===== config.mk =====
export PLATFORM = sky130hd
export DESIGN_NAME = color_bar_generator
export DESIGN_NICKNAME = d
export VERILOG_FILES = /design/src/rtl/color_bar_generator.sv
export SDC_FILE = /design/constraint.sdc
export NUM_CORES = 1
export LEC_CHECK = 0
export CAP_MARGIN = 10
export CORE_MARGIN = 2
export CORE_UTILIZATION = 55
export CTS_CLUSTER_SIZE = 30
export DETAILED_ROUTE_END_ITERATION = 12
export DONT_BUFFER_PORTS = 1
export MAX_ROUTING_LAYER = met4
export PLACE_DENSITY = 0.81
export SETUP_SLACK_MARGIN = 0.15
export SLEW_MARGIN = 25
export SYNTH_ARGS = -nofsm -noshare
export SYNTH_HDL_FRONTEND = slang
export SYNTH_SLANG_ARGS = --single-unit

===== constraint.sdc =====
create_clock -name clock -period 4 [get_ports clock]
set_clock_uncertainty 0.1 [all_clocks]
set_input_delay 0 -clock clock [delete_from_list [all_inputs] [get_ports clock]]
set_output_delay 0 -clock clock [all_outputs]
set_load 0.01 [all_outputs]

===== src/rtl/color_bar_generator.sv =====
// Eight-bar colour test pattern source, four identical RGB888 pixels per beat, one frame per start_frame.
// Build option: define COLOR_BAR_ROTATE_EN to shift the bars left by one bar on every completed frame.
module color_bar_generator (
  input  logic        clock,
  input  logic        reset,
  input  logic [15:0] video_width,
  input  logic [15:0] video_height,
  input  logic        start_frame,
  input  logic        ready,
  output logic        valid,
  output logic [23:0] pixel_0,
  output logic [23:0] pixel_1,
  output logic [23:0] pixel_2,
  output logic [23:0] pixel_3,
  output logic        line_end,
  output logic        frame_end,
  output logic        config_error
);

  // Stream handshake: a beat transfers on a clock edge where valid && ready; while valid && !ready
  // every output holds; valid stays high from the first beat to the frame_end transfer.
  typedef enum logic {
    IDLE   = 1'b0,
    ACTIVE = 1'b1
  } state_t;

  state_t      state_q, state_d;
  logic [15:0] width_q, width_d;
  logic [15:0] height_q, height_d;
  logic [15:0] bar_width_q, bar_width_d;
  logic [15:0] x_q, x_d;
  logic [15:0] y_q, y_d;
  logic [15:0] bar_cnt_q, bar_cnt_d;
  logic [2:0]  bar_q, bar_d;
  logic        valid_q, valid_d;
  logic [23:0] color_q, color_d;
  logic        line_end_q, line_end_d;
  logic        frame_end_q, frame_end_d;
  logic        config_error_q, config_error_d;
`ifdef COLOR_BAR_ROTATE_EN
  logic [2:0]  phase_q, phase_d;
`endif

  logic        dims_ok;
  logic        last_x;
  logic        last_beat;
  logic        xfer;
  logic [2:0]  phase_new;
  logic [15:0] nx, ny, ncnt;
  logic [2:0]  nbar;
  logic        nle;

  function automatic logic [23:0] bar_color(input logic [2:0] idx);
    logic [23:0] c;
    case (idx)
      3'd0:    c = 24'hFFFFFF;
      3'd1:    c = 24'hFFFF00;
      3'd2:    c = 24'h00FFFF;
      3'd3:    c = 24'h00FF00;
      3'd4:    c = 24'hFF00FF;
      3'd5:    c = 24'hFF0000;
      3'd6:    c = 24'h0000FF;
      default: c = 24'h000000;
    endcase
    return c;
  endfunction

  always_comb begin
    state_d        = state_q;
    width_d        = width_q;
    height_d       = height_q;
    bar_width_d    = bar_width_q;
    x_d            = x_q;
    y_d            = y_q;
    bar_cnt_d      = bar_cnt_q;
    bar_d          = bar_q;
    valid_d        = valid_q;
    color_d        = color_q;
    line_end_d     = line_end_q;
    frame_end_d    = frame_end_q;
    config_error_d = 1'b0;

    dims_ok   = (video_width != 16'd0) && (video_width[4:0] == 5'd0) && (video_height != 16'd0);
    last_x    = (x_q == width_q - 16'd4);
    last_beat = last_x && (y_q == height_q - 16'd1);
    xfer      = valid_q && ready;

`ifdef COLOR_BAR_ROTATE_EN
    // Only a frame whose last beat actually transferred moves the phase; aborts leave it alone.
    phase_new = (xfer && last_beat) ? phase_q + 3'd1 : phase_q;
    phase_d   = phase_new;
`else
    phase_new = 3'd0;
`endif

    // Position of the beat following the one currently presented.
    nx   = x_q + 16'd4;
    ny   = y_q;
    nbar = bar_q;
    ncnt = bar_cnt_q + 16'd4;
    if (last_x) begin
      nx   = 16'd0;
      ny   = y_q + 16'd1;
      nbar = 3'd0;
      ncnt = 16'd0;
    end else if (bar_cnt_q == bar_width_q - 16'd4) begin
      nbar = bar_q + 3'd1;
      ncnt = 16'd0;
    end
    nle = (nx == width_q - 16'd4);

    if (start_frame) begin
      if (dims_ok) begin
        state_d     = ACTIVE;
        width_d     = video_width;
        height_d    = video_height;
        bar_width_d = {3'b000, video_width[15:3]};
        x_d         = 16'd0;
        y_d         = 16'd0;
        bar_cnt_d   = 16'd0;
        bar_d       = 3'd0;
        valid_d     = 1'b1;
        color_d     = bar_color(phase_new);
        line_end_d  = 1'b0;
        frame_end_d = 1'b0;
      end else begin
        state_d        = IDLE;
        valid_d        = 1'b0;
        line_end_d     = 1'b0;
        frame_end_d    = 1'b0;
        config_error_d = 1'b1;
      end
    end else if (xfer) begin
      if (last_beat) begin
        state_d     = IDLE;
        valid_d     = 1'b0;
        line_end_d  = 1'b0;
        frame_end_d = 1'b0;
      end else begin
        x_d         = nx;
        y_d         = ny;
        bar_d       = nbar;
        bar_cnt_d   = ncnt;
        color_d     = bar_color(nbar + phase_new);
        line_end_d  = nle;
        frame_end_d = nle && (ny == height_q - 16'd1);
      end
    end
  end

  always_ff @(posedge clock) begin
    if (reset) begin
      state_q        <= IDLE;
      width_q        <= 16'd0;
      height_q       <= 16'd0;
      bar_width_q    <= 16'd0;
      x_q            <= 16'd0;
      y_q            <= 16'd0;
      bar_cnt_q      <= 16'd0;
      bar_q          <= 3'd0;
      valid_q        <= 1'b0;
      color_q        <= 24'd0;
      line_end_q     <= 1'b0;
      frame_end_q    <= 1'b0;
      config_error_q <= 1'b0;
`ifdef COLOR_BAR_ROTATE_EN
      phase_q        <= 3'd0;
`endif
    end else begin
      state_q        <= state_d;
      width_q        <= width_d;
      height_q       <= height_d;
      bar_width_q    <= bar_width_d;
      x_q            <= x_d;
      y_q            <= y_d;
      bar_cnt_q      <= bar_cnt_d;
      bar_q          <= bar_d;
      valid_q        <= valid_d;
      color_q        <= color_d;
      line_end_q     <= line_end_d;
      frame_end_q    <= frame_end_d;
      config_error_q <= config_error_d;
`ifdef COLOR_BAR_ROTATE_EN
      phase_q        <= phase_d;
`endif
    end
  end

  assign valid        = valid_q;
  assign pixel_0      = color_q;
  assign pixel_1      = color_q;
  assign pixel_2      = color_q;
  assign pixel_3      = color_q;
  assign line_end     = line_end_q;
  assign frame_end    = frame_end_q;
  assign config_error = config_error_q;

endmodule


After elaboration in Yosys (flattened, before gate mapping):

Cells that the tools add are included.
Widths: inputs -> output; s select.

* flip-flop bits (word level): 124

* add/subtract/negate cells: 7
* equal/unequal tests: 13
* muxes and demuxes: 32
* bitwise gates (word level): 1
* reduce and logical (&&, ||, !) cells: 16

Operators by type and width (count)
* $mux 16: 14
* $pmux 24 s7: 1
* $mux 24: 4
* $eq 16x16->1: 5
* $add 16x3->16 const B: 2
* $reduce_bool 16->1: 2
* $mux 3: 6
* $add 16x1->16 const B: 1
* $sub 16x1->16 const B: 1
* $sub 16x3->16 const B: 1
* $sub 13x3->14 const B: 1
* $eq 3x3->1 const B: 3
* $mux 1: 7
* $eq 3x2->1 const B: 2
* $logic_and 1x1->1: 5
* $logic_not 5->1: 1
* $reduce_and 2->1: 2
* $reduce_bool 2->1: 2
* $reduce_or 2->1: 2
* $add 3x1->3 const B: 1
* $eq 3x1->1 const B: 1
* $logic_not 3->1: 1
* $reduce_and 3->1: 1
* $ne 2x1->1 const B: 1
* other kinds (2): 2

Longest topological paths before layout:

Gate-level depths: netlist of the first run.

* depth in word-level cells: 9
* gate-level depth with buffers: 17

Least setup slack after synthesis of the first run:

No wires, ideal clock.

* path kind: register to register
* from: register width_q[5]
* to: register bar_cnt_q[5]
* arrival time: 3462 ps
* data required time: 3771 ps
* setup slack: 309 ps
* cell stages (with the launch flop): 16
* buffers on the path: 3
* clock period less this slack: 3691 ps
* cell sequence: dfxtp_1 buf_2 inv_1 ha_1 buf_2 or4b_2 nor3_2 xnor2_1 o2111a_1 nand4_4 or4_4 a21boi_4 buf_6 nor2_1 xnor2_1 nor2_1

* longest elaborated chain between the ends: 6

Ends and longest elaborated chain
* start, declared: line 28 `logic [15:0] width_q, width_d;`
* start signal, assigned: line 171 `width_q <= width_d;`
* $sub 16x3->16 *: line 84 `last_x = (x_q == width_q - 16'd4);`
* $eq 16x16->1 *: line 84
* $mux 16: line 101 `if (last_x) begin`
* $mux 16: line 134 `if (last_beat) begin`
* $mux 16: line 133 `end else if (xfer) begin`
* $mux 16: line 112 `if (start_frame) begin`
* end signal, assigned: line 176 `bar_cnt_q <= bar_cnt_d;`
* end, declared: line 33 `logic [15:0] bar_cnt_q, bar_cnt_d;`

Mark *: on every way between the ends. The rest lies on a longest branch, timed or not. The select of a mux whose other input is x is not followed.
A chain may end at the register's enable or synchronous reset.

Worst setup path after layout of the first run:

* from: register width_q[6]
* to: register y_q[10]

* longest elaborated chain between the ends: 6

Ends and longest elaborated chain
* $sub 16x3->16 *: line 84
* $eq 16x16->1 *: line 84
* $mux 16: line 101
* $mux 16: line 134
* $mux 16: line 133
* $mux 16: line 112
* end signal, assigned: line 175 `y_q <= y_d;`
* end, declared: line 32 `logic [15:0] y_q, y_d;`

Marks and branches as above.

==> results.md, run 1 <==
* CP peak stage delay at 0.69 ns
* Final Wtd Congestion at ~1
* Max Fclk at between 0.2 and 0.3 GHz
* Layout Nets at 864
* DRT Pass-1 Iters at 8
* Setup TNS at 0 ns
* Worst-case clock buffer depth at 2
* Layout cells sized above 1 at between 10% and 20%
* Largest cells by area after synthesis: dfxtp_1 26%, buf_4 10%, xnor2_1 8.2%, nor2_1 5.5%, mux2i_1 4.8%
* TritonCTS buffer count at 9
* CTS sink cnt at a little under 90
* Post-route ant nets at 0
* Number of fillers in the final layout at around 1100
* Post-synthesis cell area at roughly 7000 sq um
* Worst VDD drop at about 0.24 mV
* Iteration-0 DRC Markers at 636
* CTS tree: built
* Crit path kind: flop to flop
* Slew Limit Fails at 0
* Skew-Pair Late Insertion Delay at between 0.3 and 0.4 ns
* Final WL at between 15000 and 20000 microns
* Final Core Density at between 50 and 60%
* Ys Warns at 0
* Fin crit period at 3.782 ns
* Die W at between 100 and 150 microns
* Vias at 6166
* Synth Register Bits at 88
* Leading area contributor after synthesis: dfxtp_1
* Tcrit/Tclk final at a little over nine tenths
* CP Data Arrival Time at 3.98 ns
* Total power at around 0.0019 W
* Total Routing Usage GR at 28.76%
* CP max-delay cell: or4b_2
* Post-synth top flop: dfxtp_1
* RSZ-0062 raised after global routing: false
* Initial Util at between 50% and 60%
* Final HPWL DP at 12860 microns
* Finished Layout Cells at approximately 1000
* PwrDens at between 200 and 300 nW/um^2
* Post-synth EDFFs at 0
* CTS clk-pin slew, worst paths at about 0.070 ns
* Global route overflow at 0
* Root buffer cell: clkbuf_16
* Crit-path cells: inv_1, ha_1, or4b_2, nor3_4, xnor2_1, o2111a_2, nand4_4, or4_4, buf_4, nand2_4, nand2_2, o21ai_0, a21o_1
* Commonest non-fill, non-tap cell in the layout: nor2_1
* Avg WL per Cell at between 15 and 20 microns
* Avg Cell Area, Syn at about 8 sq um
* WP buf/inv at 2
* Startpoint Class: flop
* Core area at about 12000 sq um
* CP required at 4.20 ns
* Min-delay worst type: primary input to flop
* First-pass GRT wire length at between 20000 and 30000 microns
* Synth Instances at between 800 and 900
* Vias in the first global route at 5892
* DP Cell Count at 933
* Max_slew headroom at between 30% and 40%
* H-tree levels at 3
* Die area at approximately 13000 sq um
* Drt drc at 0
* Syn nets at roughly 920
* Initial antenna violation count at 0
* Io pins at about 140
* Pin count of the biggest net entering global routing at between 40 and 50
* Antenna cells at 0
* Row count at 40
* Status: complete, no violations
* Die Y at ~120 microns
* CP delay by family, top: simple AND/OR/NAND/NOR gates
* Static Leak at ~2.9 nW
* Worst setup EP type: flop
* Synth async-reset ratio at 0%
* Final setup fails at 0
* Post-synth cell types at a little over 70
* Crit-path max FO at 10
* Port bufs at 0
* Slew @ Worst Pin at between 0.9 and 1 ns
* Top cell type's share of synthesized area at approximately a quarter
* Seq/Total Area, Yosys at approximately 26%
* Via density at around 6.2
* Max capacitance violation total at 0
* Final hold viol count at 0
* Synth-to-Final Area Change at 5.560%
* Commonest non-fill, non-tap cells in the layout: 100 x nor2_1, 82 x dfxtp_1, 64 x xnor2_1
cell type report:
type                    instances  area (sq um)  share of cell area (%)
clock buffers                  12         256.5                   3.540
clock inverters                 4         52.55                  0.7253
inverters                      17         63.81                  0.8807
multi-input cells             634          4213                   58.14
flip-flops and latches         88          1779                   24.56
well taps                     168         210.2                   2.901
repair buffers                 71         670.6                   9.256
tightest hold or removal path, delay by kind of cell:
family             cells  cell delay (ns)
and+or+nand+nor        2             0.30
AOI/OAI and AO/OA      1             0.13
routing by layer:
layer | global-route usage [%] | wire [microns] | up-vias
li1 | - | - | 2890
met1 | 33.21 | 7419 | 2893
met2 | 47.56 | 9101 | 305
met3 | 6.956 | 1427 | 78
met4 | 12.62 | 727 | 0
met5 | - | 0 | -
cell usage after synthesis, types with 13 or more instances:
| cell | count |
|---|---|
| a21oi_1 | 38 |
| a31oi_1 | 13 |
| and3_1 | 14 |
| buf_4 | 95 |
| clkbuf_1 | 31 |
| dfxtp_1 | 88 |
| inv_1 | 17 |
| mux2i_1 | 33 |
| nand2_1 | 48 |
| nand3_1 | 33 |
| nand4_1 | 22 |
| nor2_1 | 100 |
| nor3_1 | 24 |
| nor4_1 | 15 |
| o21ai_0 | 42 |
| xnor2_1 | 64 |
| xor2_1 | 35 |
flip-flops by register name (all words and copies together) (netlist names):
signal	cells
bar_cnt_q	14
bar_q	3
config_error	1
frame_end	1
height_q	16
line_end	1
pixel_0	3
valid	1
width_q	16
x_q	16
y_q	16
logic make-up (layout without fill, tap and decap cells):
family / after synthesis / in the layout / synth area share [%]
AOI/OAI and AO/OA: 150 / 150 / 13.87
xor gates and xnor gates: 103 / 103 / 13.94
adders and majority gates: 7 / 7 / 1.276
buffers and inverters: 157 / 104 / 14.05
DFF: 88 / 88 / 25.67
muxes: 34 / 34 / 4.976
and+or+nand+nor: 340 / 340 / 26.21
per-stage QoR:
stage               hold WS [ns]  setup WS, ns  area, sq um
CTS                      0.01357        0.1582         7074
finish                   0.01499        0.2183         7246
global route             0.06582        0.1295         7246
floorplan                0.04394        0.3093         6864
detailed placement      -0.02661       0.06728         6382
global placement        -0.02564        0.1582         6382
what timing repair did:
action | 4_1_cts | 5_1_grt
setup buffers | 2 | 8
hold endpoints to repair | 65 | 0
cloned | 0 | 1
setup endpoints to repair | 15 | 52
hold buffers | 34 | 0
pin swaps | 1 | 10
resized for setup | 2 | 20
final timing paths:
check / depth (start not counted) / to / from / slack (ns)
setup / recovery: 13 / y_q[10] / width_q[6] / 0.22
hold / removal: 3 / pixel_0[7] / start_frame / 0.01
setup reg to reg: 13 / y_q[10] / width_q[6] / 0.22
hold reg to reg: 2 / width_q[3] / width_q[3] / 0.39
where the power goes:
part	switching (W)	internal, W
clock	0.000357	0.000518
combinational	0.0000866	0.0000734
sequential	0.0000178	0.000878
Power figures use the tool's default switching activity.
==> inputs of run 2 (changes only) <==
==> constraint.sdc (replaced) <==
create_clock -name clock -period 4 [get_ports clock]
set_clock_uncertainty 0.1 [all_clocks]
set_input_delay 0.4 -clock clock [delete_from_list [all_inputs] [get_ports clock]]
set_output_delay 0.4 -clock clock [all_outputs]
set_load 0.01 [all_outputs]
==> run 2 against run 1 <==
Non-clock buffer count is 34 lower. Largest power group unchanged. Largest cell class unchanged. Core utilization is 3.2 points lower. Combinational power is 25% lower. Fmax is 0.88% higher.
==> results.md, run 2 (synthesis gave the netlist of run 1 again) <==
* Commonest non-fill, non-tap cell in the layout: nor2_1 (unchanged)
* Total power at 0.001912 W (was 0.001931 W)
* Vias in the first global route at 5597 (was 5892)
* Finished Layout Cells at 961 (was 994)
* Max Fclk at 0.2667 GHz (was 0.2644 GHz)
* Die area at 13390 sq um (unchanged)
* CP Data Arrival Time at 3.93 ns (was 3.98 ns)
* Io pins at 136 (unchanged)
* PwrDens at 278.6 nW/um^2 (was 266.5 nW/um^2)
* Skew-Pair Late Insertion Delay at 0.35 ns (about the same)
* Crit-path cells: inv_1, ha_1, or4b_4, or4_1, a32oi_1, o2111a_2, and4_2, buf_4, a21oi_1, o22a_1, a2111oi_1, o311ai_1, a21boi_0 (was inv_1, ha_1, or4b_2, nor3_4, xnor2_1, o2111a_2, nand4_4, or4_4, buf_4, nand2_4, nand2_2, o21ai_0, a21o_1)
* RSZ-0062 raised after global routing: true (was false)
* CTS clk-pin slew, worst paths at 0.06 ns (was 0.07 ns)
* Static Leak at 2.718 nW (was 2.873 nW)
* Die W at 115.7 microns (unchanged)
* Slew Limit Fails at 0 (unchanged)
* Final HPWL DP at 12800 microns (was 12860 microns)
* Crit-path max FO at 7 (was 10)
* First-pass GRT wire length at 28200 microns (was 29200 microns)
* Worst setup EP type: flop (unchanged)
* Fin crit period at 3.749 ns (was 3.782 ns)
* CP peak stage delay at 0.52 ns (was 0.69 ns)
* Global route overflow at 0 (unchanged)
* CTS sink cnt at 88 (unchanged)
* Origin of the critical flop-to-flop path: width_q[3] (was width_q[6])
* TritonCTS buffer count at 9 (unchanged)
* CP max-delay cell: or4b_4 (was or4b_2)
* Slew @ Worst Pin at 0.9146 ns (was 0.9199 ns)
* DP Cell Count at 933 (unchanged)
* DRT Pass-1 Iters at 5 (was 8)
* Final Wtd Congestion at 0.9916 (was 0.9737)
* Status: complete, no violations (unchanged)
* Layout Nets at 831 (was 864)
* Via density at 6.243 (was 6.203)
* Root buffer cell: clkbuf_16 (unchanged)
* Tcrit/Tclk final at 93.72% (was 94.54%)
* Antenna cells at 0 (unchanged)
* Port bufs at 0 (unchanged)
* Pin count of the biggest net entering global routing at 47 (unchanged)
* Design area at 6863 sq um (was 7246 sq um)
* Drt drc at 0 (unchanged)
* Layout cells sized above 1 at 10.97% (was 11.26%)
* Worst setup path end: line_end (was y_q[10])
* Final hold viol count at 0 (unchanged)
* Worst VDD drop at 0.2074 mV (was 0.2427 mV)
* Startpoint Class: flop (unchanged)
* Post-CTS Hold Buffers at 0 (was 34)
* Min-delay worst type: primary input to flop (unchanged)
* Initial Util at 56.67% (unchanged)
* Iteration-0 DRC Markers at 568 (was 636)
* Core area at 12110 sq um (unchanged)
* Worst r2r dst: line_end (was y_q[10])
* Row count at 40 (unchanged)
* Worst-case clock buffer depth at 2 (unchanged)
* Worst reg2reg setup slack at 0.25 ns (was 0.22 ns)
* Synth-to-Final Area Change at -0.01825% (was 5.560%)
* Placed cell area at 6382 sq um (unchanged)
* Vias at 6000 (was 6166)
* Final WL at 17680 microns (was 18680 microns)
* Commonest non-fill, non-tap cells in the layout: 100 x nor2_1, 84 x dfxtp_1, 63 x xnor2_1 (was 100 x nor2_1, 82 x dfxtp_1, 64 x xnor2_1)
* Final worst slack at 0.2512 ns (was 0.2183 ns)
* Worst Reg2Reg Path Length in Cells at 13 (unchanged)
* Crit path kind: flop to flop (unchanged)
* Max_slew headroom at 39.02% (was 38.44%)
* Setup TNS at 0 ns (unchanged)
* Post-route ant nets at 0 (unchanged)
* Initial antenna violation count at 0 (unchanged)
* CTS tree: built (unchanged)
* Total Routing Usage GR at 27.37% (was 28.76%)
* H-tree levels at 3 (unchanged)
* Avg WL per Cell at 18.39 microns (was 18.79 microns)
* Max capacitance violation total at 0 (unchanged)
* Die Y at 115.7 microns (unchanged)
* Place WS at 0.07150 ns (was 0.06728 ns)
* CP required at 4.18 ns (was 4.20 ns)
* Crit path launch: width_q[3] (was width_q[6])
* Final setup fails at 0 (unchanged)
==> run 2: changes by cell type in the layout (fill, tap and decap cells not counted), moves of 2 or more <==
cell / before / now
buf_4: 34 / 36
o21ai_0: 42 / 40
clkinvlp_4: 3 / 0
buf_12: 3 / 0
clkbuf_1: 1 / 4
clkbuf_8: 2 / 0
dfxtp_1: 82 / 84
dlygate4sd3_1: 33 / 0
o21ai_1: 3 / 5
==> run 2: worst max-delay path: cells and delay by family, from the launching register on <==
kind / cells / cell delay [ns]
AO/OA/AOI/OAI: 7 / 1.44
AND/OR/NAND/NOR: 3 / 1.37
flip-flops: 1 / 0.33
buffers and inverters: 2 / 0.25
adder cells (fa/ha/maj): 1 / 0.18
==> run 2: stage by stage <==
stage                     util, %  hold slack [ns]
after floorplan                 -           0.3504
after global placement      52.70           0.3727
after detailed placement    52.70           0.3775
after CTS                   55.70          0.01648
after global routing        56.66          0.01605
final                       56.66          0.02252
==> run 2: area by class of cell <==
class | count | area, sq um
inverters | 17 | 63.81
multi-input cells | 635 | 4224
clock buffers | 13 | 240.2
fillers | 1109 | 5249
repair buffers | 37 | 281.5
well taps | 168 | 210.2
flip-flops and latches | 88 | 1774
clock inverters | 3 | 68.82
==> run 2: how the worst min path moves through the flow <==
stage                       end  depth (start not counted)  slack (ns)      from
global route             y_q[7]                          1        0.02     reset
CTS                      y_q[7]                          1        0.02     reset
detailed placement     bar_q[2]                          1        0.38  bar_q[2]
global placement    pixel_0[15]                          1        0.37     reset
floorplan                x_q[0]                          1        0.35    x_q[0]
finish              pixel_0[15]                          1        0.02     reset
==> run 2: repair_timing <==
item / 4_1_cts / 5_1_grt
endpoints found under the setup margin: 28 / 51
resized for setup: 4 / 15
pin swaps: 1 / 7
buffers inserted: 5 / 6
cloned: 0 / 1
==> run 2: power by group <==
| group | internal [W] | leakage, nW | total [W] | switching, W |
|---|---|---|---|---|
| clock | 0.000550 | 0.148 | 0.000896 | 0.000346 |
| combinational | 0.0000502 | 1.86 | 0.000120 | 0.0000695 |
| sequential | 0.000879 | 0.712 | 0.000896 | 0.0000179 |
| total | 0.00148 | 2.72 | 0.00191 | 0.000433 |
==> run 2: metal layers <==
metal | wire length [microns] | track usage, % | vias up
met2 | 8458 | 44.91 | 278
met4 | 596 | 9.762 | 0
li1 | - | - | 2831
met1 | 7469 | 33.65 | 2831
met3 | 1152 | 5.282 | 60
met5 | 0 | - | -
